## src/rtl/fifo_drain_pkg.sv

```systemverilog
// fifo_drain_pkg: shared FSM state type and fixed geometry of the FIFO drain stage
package fifo_drain_pkg;
   typedef enum logic [1:0] {IDLE, FETCH, STALL} drain_state_e;
   localparam int SKID_DEPTH = 2;
   localparam int RD_LATENCY = 1;
endpackage

```

## src/rtl/fifo_drain_ctrl_if.sv

```systemverilog
// fifo_drain_ctrl_if: FIFO read port plus valid/ready output stream of the drain stage
interface fifo_drain_ctrl_if #(parameter int DATA_WIDTH = 16);
   logic [DATA_WIDTH-1:0] fifo_dout;
   logic                  fifo_empty;
   logic                  fifo_almostempty;
   logic                  fifo_underflow;
   logic                  fifo_rd_en;
   logic [DATA_WIDTH-1:0] m_data;
   logic                  m_valid;
   logic                  m_ready;
   modport master (
      input  fifo_dout, fifo_empty, fifo_almostempty, fifo_underflow, m_ready,
      output fifo_rd_en, m_data, m_valid
   );
   modport slave (
      output fifo_dout, fifo_empty, fifo_almostempty, fifo_underflow, m_ready,
      input  fifo_rd_en, m_data, m_valid
   );
endinterface

```

## src/rtl/fifo_skid_buf.sv

```systemverilog
// fifo_skid_buf: 2-entry circular skid buffer holding captured FIFO read data
module fifo_skid_buf
   import fifo_drain_pkg::*;
#(
   parameter int DATA_WIDTH = 16
) (
   input  logic                  clk,
   input  logic                  rst,
   input  logic                  push_i,
   input  logic                  pop_i,
   input  logic [DATA_WIDTH-1:0] data_i,
   output logic [DATA_WIDTH-1:0] data_o,
   output logic [1:0]            occ_o
);
   logic [DATA_WIDTH-1:0] mem_q [SKID_DEPTH];
   logic                  head_q;
   logic                  tail_q;
   logic [1:0]            occ_q;

   assign data_o = mem_q[head_q];
   assign occ_o  = occ_q;

   // storage, wrapping pointers and occupancy; push and pop in one cycle leave occ unchanged
   always_ff @(posedge clk or posedge rst) begin
      if (rst) begin
         for (int i = 0; i < SKID_DEPTH; i++) mem_q[i] <= '0;
         head_q <= 1'b0;
         tail_q <= 1'b0;
         occ_q  <= 2'd0;
      end else begin
         if (push_i) begin
            mem_q[tail_q] <= data_i;
            tail_q        <= !tail_q;
         end
         if (pop_i) head_q <= !head_q;
         occ_q <= occ_q + {1'b0, push_i} - {1'b0, pop_i};
      end
   end

   a_no_overflow: assert property (@(posedge clk) disable iff (rst)
      !(push_i && !pop_i && occ_q == 2'd2));
endmodule

```

## src/rtl/fifo_drain_ctrl.sv

```systemverilog
// fifo_drain_ctrl: issues underflow-safe FIFO reads into a skid buffer and streams them out;
// optional stall/starve statistics counters are built when FIFO_DRAIN_STATS_EN is defined
module fifo_drain_ctrl
   import fifo_drain_pkg::*;
#(
   parameter int DATA_WIDTH = 16,
   parameter int CNT_WIDTH  = 16
) (
   input  logic                 clk,
   input  logic                 rst,
   fifo_drain_ctrl_if.master    bus,
   output logic [CNT_WIDTH-1:0] drain_cnt,
   output logic                 err_underflow
`ifdef FIFO_DRAIN_STATS_EN
   ,
   output logic [CNT_WIDTH-1:0] stall_cycles,
   output logic [CNT_WIDTH-1:0] starve_cycles
`endif
);
   drain_state_e         state_q;
   logic                 inflight_q;
   logic                 ae_rd_q;
   logic                 err_q;
   logic [CNT_WIDTH-1:0] cnt_q;
   logic [1:0]           occ;
   logic [2:0]           fill;
   logic                 pop;
   logic                 push;
   logic                 room;
   logic                 rd_en;

   assign pop           = bus.m_valid && bus.m_ready;
   assign push          = inflight_q && !bus.fifo_underflow;
   assign fill          = {1'b0, occ} + {2'b0, inflight_q} - {2'b0, pop};
   assign room          = fill < 3'd2;
   // ae_rd_q blocks a read right after taking the last word, before fifo_empty can follow
   assign rd_en         = !rst && !bus.fifo_empty && room && !ae_rd_q &&
                          (state_q == FETCH || state_q == IDLE);
   assign bus.fifo_rd_en = rd_en;
   assign bus.m_valid   = occ != 2'd0;
   assign drain_cnt     = cnt_q;
   assign err_underflow = err_q;

   fifo_skid_buf #(.DATA_WIDTH(DATA_WIDTH)) u_skid (
      .clk    (clk),
      .rst    (rst),
      .push_i (push),
      .pop_i  (pop),
      .data_i (bus.fifo_dout),
      .data_o (bus.m_data),
      .occ_o  (occ)
   );

   // status FSM: idle when everything is drained, stall while the buffer is full and blocked
   always_ff @(posedge clk or posedge rst) begin
      if (rst) state_q <= IDLE;
      else begin
         case (state_q)
            IDLE:    state_q <= !bus.fifo_empty ? FETCH : IDLE;
            FETCH:   state_q <= (!bus.fifo_empty && !room && !bus.m_ready) ? STALL :
                                (bus.fifo_empty && occ == 2'd0 && !inflight_q) ? IDLE : FETCH;
            STALL:   state_q <= pop ? FETCH : STALL;
            default: state_q <= IDLE;
         endcase
      end
   end

   // read tracking, drained-word counter and sticky underflow flag
   always_ff @(posedge clk or posedge rst) begin
      if (rst) begin
         inflight_q <= 1'b0;
         ae_rd_q    <= 1'b0;
         err_q      <= 1'b0;
         cnt_q      <= '0;
      end else begin
         inflight_q <= rd_en;
         ae_rd_q    <= rd_en && bus.fifo_almostempty;
         err_q      <= err_q || (inflight_q && bus.fifo_underflow);
         cnt_q      <= pop ? cnt_q + 1'b1 : cnt_q;
      end
   end

`ifdef FIFO_DRAIN_STATS_EN
   logic [CNT_WIDTH-1:0] stall_q;
   logic [CNT_WIDTH-1:0] starve_q;

   assign stall_cycles  = stall_q;
   assign starve_cycles = starve_q;

   // saturating counts of backpressured cycles and of starved cycles with data still queued
   always_ff @(posedge clk or posedge rst) begin
      if (rst) begin
         stall_q  <= '0;
         starve_q <= '0;
      end else begin
         stall_q  <= (bus.m_valid && !bus.m_ready && !(&stall_q)) ? stall_q + 1'b1 : stall_q;
         starve_q <= (bus.m_ready && !bus.m_valid && !bus.fifo_empty && !(&starve_q)) ?
                     starve_q + 1'b1 : starve_q;
      end
   end
`endif
endmodule
```

## src/flat_wrapper.sv

```systemverilog
// flat-port wrapper written by rule: the top's interface ports become plain ports
module fifo_drain_ctrl_flat import fifo_drain_pkg::*;
#(
   parameter int DATA_WIDTH = 16,
   parameter int CNT_WIDTH  = 16
)
  (clk, rst, drain_cnt, err_underflow, bus_fifo_dout, bus_fifo_empty, bus_fifo_almostempty, bus_fifo_underflow, bus_m_ready, bus_fifo_rd_en, bus_m_data, bus_m_valid);
  fifo_drain_ctrl_if #(.DATA_WIDTH(DATA_WIDTH)) bus_i ();
  input  logic clk;
  input  logic rst;
  output logic [CNT_WIDTH-1:0] drain_cnt;
  output logic err_underflow;
  input wire logic [$bits(bus_i.fifo_dout)-1:0] bus_fifo_dout;
  input wire logic [$bits(bus_i.fifo_empty)-1:0] bus_fifo_empty;
  input wire logic [$bits(bus_i.fifo_almostempty)-1:0] bus_fifo_almostempty;
  input wire logic [$bits(bus_i.fifo_underflow)-1:0] bus_fifo_underflow;
  input wire logic [$bits(bus_i.m_ready)-1:0] bus_m_ready;
  output wire logic [$bits(bus_i.fifo_rd_en)-1:0] bus_fifo_rd_en;
  output wire logic [$bits(bus_i.m_data)-1:0] bus_m_data;
  output wire logic [$bits(bus_i.m_valid)-1:0] bus_m_valid;
  assign bus_i.fifo_dout = bus_fifo_dout;
  assign bus_i.fifo_empty = bus_fifo_empty;
  assign bus_i.fifo_almostempty = bus_fifo_almostempty;
  assign bus_i.fifo_underflow = bus_fifo_underflow;
  assign bus_i.m_ready = bus_m_ready;
  assign bus_fifo_rd_en = bus_i.fifo_rd_en;
  assign bus_m_data = bus_i.m_data;
  assign bus_m_valid = bus_i.m_valid;
  fifo_drain_ctrl #(.DATA_WIDTH(DATA_WIDTH), .CNT_WIDTH(CNT_WIDTH)) u_core (.clk(clk), .rst(rst), .bus(bus_i), .drain_cnt(drain_cnt), .err_underflow(err_underflow));
endmodule
```

## config.mk

```make
export PLATFORM = sky130hd
export DESIGN_NAME = fifo_drain_ctrl_flat
export DESIGN_NICKNAME = d
export VERILOG_FILES = /design/src/rtl/fifo_drain_pkg.sv /design/src/rtl/fifo_drain_ctrl_if.sv /design/src/rtl/fifo_skid_buf.sv /design/src/rtl/fifo_drain_ctrl.sv /design/src/flat_wrapper.sv
export SDC_FILE = /design/constraint.sdc
export NUM_CORES = 1
export LEC_CHECK = 0
export CORE_ASPECT_RATIO = 1.75
export CORE_UTILIZATION = 47
export CTS_BUF_LIST = sky130_fd_sc_hd__clkbuf_4 sky130_fd_sc_hd__clkbuf_8
export DETAILED_ROUTE_END_ITERATION = 7
export PLACE_DENSITY_LB_ADDON = 0.05
export SKIP_LAST_GASP = 1
export SYNTH_ARGS = -nofsm -noshare
export SYNTH_HDL_FRONTEND = slang
export SYNTH_SLANG_ARGS = --single-unit
```

## constraint.sdc

```tcl
create_clock -name clk -period 2.43 [get_ports clk]
set_input_delay 0.486 -clock clk [delete_from_list [all_inputs] [get_ports clk]]
set_output_delay 0.486 -clock clk [all_outputs]
set_load 0.02 [all_outputs]
```

**Yosys cells after proc, flatten, opt, wreduce, memory -nomap -nowiden**

Index checks and enable logic that the tools add are counted.
Widths: inputs -> output; s select.

- Bits in latches: 0
- Bits in writable memories: 0
- Memory bits (read-only): 0
- Input bits: 22
- Output and inout bits: 35
- Word-level logic and storage cells: 61
- Register bits after elaboration: 57
- Memories kept: 0

- Equality and inequality tests: 2
- Shifts and indexed selects: 0
- Order comparisons: 4
- $add $sub $neg: 5
- Mux-type cells: 11
- Reduce and logical (&&, ||, !) cells: 27
- Bitwise gates (word level): 2
- Divide/modulo/power cells: 0
- Multipliers: 0

Operator list:

| cell | count |
|---|---|
| $mux 16 | 4 |
| $bwmux 32 | 1 |
| $add 16x1->16 const B | 1 |
| $demux 16 s1 | 1 |
| $logic_and 1x1->1 | 13 |
| $logic_not 1->1 | 9 |
| $pmux 2 s3 | 1 |
| $ge 2x2->1 const B | 2 |
| $logic_not 2->1 | 2 |
| $mux 2 | 2 |
| $not 1->2 | 2 |
| $add 2x1->3 | 1 |
| $lt 3x2->1 const B | 1 |
| $sub 3x1->3 | 1 |
| $add 2x1->2 | 1 |
| $eq 2x1->1 const B | 1 |
| $eq 2x2->1 const B | 1 |
| $logic_or 1x1->1 | 2 |
| $lt 2x1->1 const B | 1 |
| $mux 1 | 2 |
| $reduce_bool 2->1 | 1 |
| $sub 2x1->2 | 1 |

**Logic depth before layout (Yosys ltp)**

- Depth after elaboration: 9
- Depth in mapped cells: 9
- Depth with buffers taken out: 8

**Cells and area by module**

Synthesis repeated with hierarchy kept, for this count alone.

- Cell total of the unflattened synthesis: 187
- Area total of the unflattened synthesis: 2,597.5 um^2

By module, submodules not included:

| module | seq. area each (um^2) | area each (um^2) | times used | cells an instance |
|---|---|---|---|---|
| fifo_skid_buf | 900.9 | 1,611.5 | 1 | 100 |
| fifo_drain_ctrl | 525.5 | 985.9 | 1 | 87 |

**Worst setup path before layout**

OpenSTA, ideal clock, no wires.

- Kind: register to output
- Start point: register u_core.u_skid.occ_q[1] (netlist: u_core.u_skid.occ_o[1])
- End point: output port bus_fifo_rd_en
- Data required time: 1.944 ns
- Cell stages (with the launch flop): 9
- Buffers on the path: 1
- Data arrival time: 2.593 ns
- Slack: -0.649 ns
- Path through: dfrtp_1 > or2_2 > buf_2 > nand2_2 > nor2_1 > fa_1 > xnor2_1 > nand2_1 > nor4b_1

- Longest elaborated chain between the ends: 7
- Elaborated cells on any way between the ends: 8
- Classes of those cells: add/sub (2); order compare (1); reduce/logical (5)

Ends and longest elaborated chain:

| item | RTL line | text |
|---|---|---|
| from (decl) | fifo_skid_buf.sv:18 | `logic [1:0] occ_q;` |
| from (signal assigned) | fifo_skid_buf.sv:36 | `occ_q <= occ_q + {1'b0, push_i} - {1'b0, pop_i};` |
| $reduce_bool 2->1 | fifo_drain_ctrl.sv:40 | `assign bus.m_valid = occ != 2'd0;` |
| via bus_m_valid | flat_wrapper.sv:20 | `output wire logic [$bits(bus_i.m_valid)-1:0] bus_m_valid;` |
| $logic_and 1x1->1 | fifo_drain_ctrl.sv:32 | `assign pop = bus.m_valid && bus.m_ready;` |
| $sub 3x1->3 | fifo_drain_ctrl.sv:34 | `assign fill = {1'b0, occ} + {2'b0, inflight_q} - {2'b0, pop};` |
| $lt 3x2->1 | fifo_drain_ctrl.sv:35 | `assign room = fill < 3'd2;` |
| $logic_and 1x1->1 (3 in series) | fifo_drain_ctrl.sv:37 | `assign rd_en = !rst && !bus.fifo_empty && room && !ae_rd_q &&` |
| to (decl) | flat_wrapper.sv:18 | `output wire logic [$bits(bus_i.fifo_rd_en)-1:0] bus_fifo_rd_en;` |

The timed path passes the listed nets, and every way through them passes these cells.

**Worst setup path in the final report**

- Start point: register u_core.u_skid.occ_q[0] (netlist: u_core.u_skid.occ_o[0])
- End point: output port bus_fifo_rd_en

- Longest elaborated chain between the ends: 7
- Elaborated cells on any way between the ends: 8
- Classes of those cells: add/sub (2); order compare (1); reduce/logical (5)

Ends and longest elaborated chain:

| item | RTL line |
|---|---|
| parallel branches: the longest is 2 deep, another holds $add 2x1->3 | - |
| $sub 3x1->3 (*) | fifo_drain_ctrl.sv:34 |
| $lt 3x2->1 (*) | fifo_drain_ctrl.sv:35 |
| $logic_and 1x1->1 (*) (3 in series) | fifo_drain_ctrl.sv:37 |

Every way passes the cells marked *.

==> summary.txt <==
Status
  • Outcome: finished, violations left
  • Failing checks: negative setup slack

Synth
  • Post-synth EDFFs: 0
  • Mapped Area: 2590 sq um
  • Sequential area share after synthesis: 55.0%
  • #FFs+latches synth: 57
  • Post-synth top area share: 55.0%
  • Async SR Flop Fraction: 100%
  • Synth top area cells: dfrtp_1 (55%), mux2_2 (17%), mux2_4 (5.8%), xnor2_1 (4.7%), xor2_1 (2.7%)
  • Synth Flop Type: dfrtp_1
  • Syn avg cell area: 14.0 sq um
  • Synth unique cells: 34
  • Total nets after synthesis: 210
  • Syn Inst Count: 185
  • Post-synth top area cell: dfrtp_1
  • YS warnings: 0

Power
  • Power Dens Cells: 1290 nW/um^2
  • Leak Pwr: 1.61 nW
  • Peak supply drop: 680 uV

Timing
  • Tcrit/Tclk final: 108%
  • RSZ-0062 raised after global routing: yes
  • Worst-Margin Slew: 0.434 ns
  • Clk_skew: 0.0136 ns
  • Max Slew Vio Count: 0
  • Max Clk Rate: 0.382 GHz
  • Fin. Hold Viols: 0
  • Max_slew headroom: 71.0%
  • Final setup viols: 1
  • Final worst slack: -0.189 ns
  • Tmin final: 2.62 ns
  • WHS: 0.432 ns

Drt
  • # DRC: 0
  • Final wirelength: 5.18 mm
  • TritonRoute pass-1 iters: 4
  • Avg Vias per Cell: 4.92
  • Avg WL per Cell: 15.3 um
  • Via count: 1667
  • 1st-iter DRT viols: 56
  • Detail Route Antenna Nets: 0

Worst setup path
  • CP Capture Type: primary output
  • WP data required: 1.94 ns
  • Worst EP arrival: 2.13 ns
  • WS Path Type: reg2out
  • Worst setup SP type: flip-flop
  • Worst R2R Path Depth: 9
  • RR Endpoint: u_core.ae_rd_q
  • Capture point of the worst path: bus_fifo_rd_en
  • Flop-to-flop setup slack: 0.39 ns
  • Worst-path fanout max: 2
  • Worst Setup SP: u_core.u_skid.occ_o[0]
  • FF-to-FF Start: u_core.u_skid.occ_o[0]

Floorplanning
  • Die Height: 100 um
  • Die Footprint: 5830 sq um
  • Initial Util: 49.0%
  • I/O pins: 57
  • Total core area: 5300 sq um
  • Width of the die: 58.2 um
  • Row count: 35

Layout
  • Fillcell total: 412
  • ANT cells: 0
  • Fin nets: 285
  • Layout cell share with drive strength beyond 1: 35.8%
  • Post-layout util: 67.4%
  • Area of the multi-input gates: 1140 sq um
  • Layout area overhead: 37.7%
  • FF/Latch Area: 1430 sq um
  • Cell Count, Final, Fillers Out: 339

Clocking
  • H-tree lvl count: 3
  • CTS root buf: clkbuf_8
  • CTS clock-pin slew for the worst setup and hold paths: 0.06 ns
  • Bufs on Longest Clock Path: 2
  • Clk_lat worst skew: 0.33 ns
  • CTS Hold Bufs: 0
  • Clock sink count: 57
  • CTS Buf Count: 9
  • CTS tree: yes

Placement
  • Port buffer count: 56
  • DP HPWL: 3.69 mm
  • Final GP Congestion: 0.811
  • Dpl cells: 322

Global routing
  • Global-route usage over all layers: 20.2%
  • First-pass GRT wire length: 8.80 mm
  • Number of global-route vias before repair: 1864
  • Grt ovf: 0
  • Largest net degree at the start of global routing: 55
  • Antenna violations before repair: 0

Job
  • Max-cap viol count: 0

Hold path
  • Hold Crit Class: in2async
[layout make-up]
class | instances | area share (%)
inverters | 3 | 0.315
multi-input cells | 117 | 31.8
well taps | 74 | 2.59
flip-flops and latches | 57 | 40.0
clock inverters | 5 | 1.54
repair buffers | 72 | 19.7
clock buffers | 11 | 4.06
[through the flow]
| stage | power (W) | worst slack, ns | instance area [sq um] | TNS [ns] |
|---|---|---|---|---|
| floorplan | 0.00290 | -0.0443 | 2650 | -0.0443 |
| global placement | 0.00364 | -0.837 | 3360 | -0.868 |
| detailed placement | 0.00374 | -0.862 | 3360 | -0.965 |
| CTS | 0.00467 | -0.216 | 3570 | -0.216 |
| global route | 0.00489 | -0.296 | 3570 | -0.296 |
| finish | 0.00462 | -0.189 | 3570 | -0.189 |
[power by group]
group	internal [W]	switching, W	total (W)
clock	0.000509	0.000365	0.000874
sequential	0.00132	0.000266	0.00159
combinational	0.00123	0.000922	0.00215
total	0.00306	0.00155	0.00462
[flip-flops by register name (all words and copies together) (netlist names), 2 cells and up]
| name | count |
|---|---|
| u_core.u_skid.mem_q | 32 |
| u_core.drain_cnt | 16 |
| u_core.state_q | 2 |
| u_core.u_skid.occ_o | 2 |
[cell families (layout without fill, tap and decap cells)]
logic type,count (synthesis),after routing,synth area share [%]
mux,49,49,22.7
fa+ha+maj,3,3,1.74
simple gates,36,36,7.86
buf+inv,11,91,3.23
compound gates,7,7,2.07
flops,57,57,55.0
xor+xnor,22,22,7.43
[timing repair]
action	CTS	global route
resized for setup	7	1
pin swaps	5	0
endpoints found under the setup margin	1	16
buffers inserted	1	0
[routing by layer]
layer	share of wire, %	up-vias	GRT usage (%)
met1	38	838	22.5
met5	0	-	0
met3	4.8	4	7.22
li1	-	787	-
met2	56	38	34.2
met4	0.87	0	8.24
[worst min-delay path by stage]
stage,slack (ns),endpoint
6_report,0.43,u_core.err_underflow
3_5_place_dp,0.45,u_core.err_underflow
3_3_place_gp,0.45,u_core.err_underflow
2_1_floorplan,0.46,u_core.state_q[0]
4_1_cts,0.42,u_core.ae_rd_q
5_1_grt,0.44,u_core.inflight_q
[critical path, cell delays in order, from the launching register on]
cell and delay [ns]:
dfrtp_1 0.38, or2_4 0.28, nand2_8 0.07, nor2_4 0.03, fa_2 0.52, nand2_2 0.07, nor4b_4 0.28, buf_4 0.19
[cells in the final DEF (no fill, tap or decap), drive strengths merged]
master,count
a211o,1
a21o,1
a21oi,1
a311oi,1
and2,1
and3,2
buf,17
bufinv,1
clkbuf,11
clkdlybuf4s50,54
clkinv,2
clkinvlp,2
dfrtp,57
dlygate4sd2,1
fa,1
ha,2
inv,3
mux2,49
nand2,9
nand2b,1
nand3,4
nand4,3
nor2,7
nor2b,2
nor3,4
nor3b,1
nor4b,1
o2111ai,1
o211ai,1
o22ai,1
or2,1
xnor2,14
xor2,8
[cells in the mapped netlist, types with 3 or more instances]
cell and count:
nor2_1 7, mux2_2 39, nor3_1 4, nand3_1 4
nand4_1 3, xnor2_1 14, inv_1 3, dfrtp_1 57
nand2_1 7, buf_6 3, mux2_4 10, xor2_1 8
Note: power is estimated with default switching activity, not from simulation.
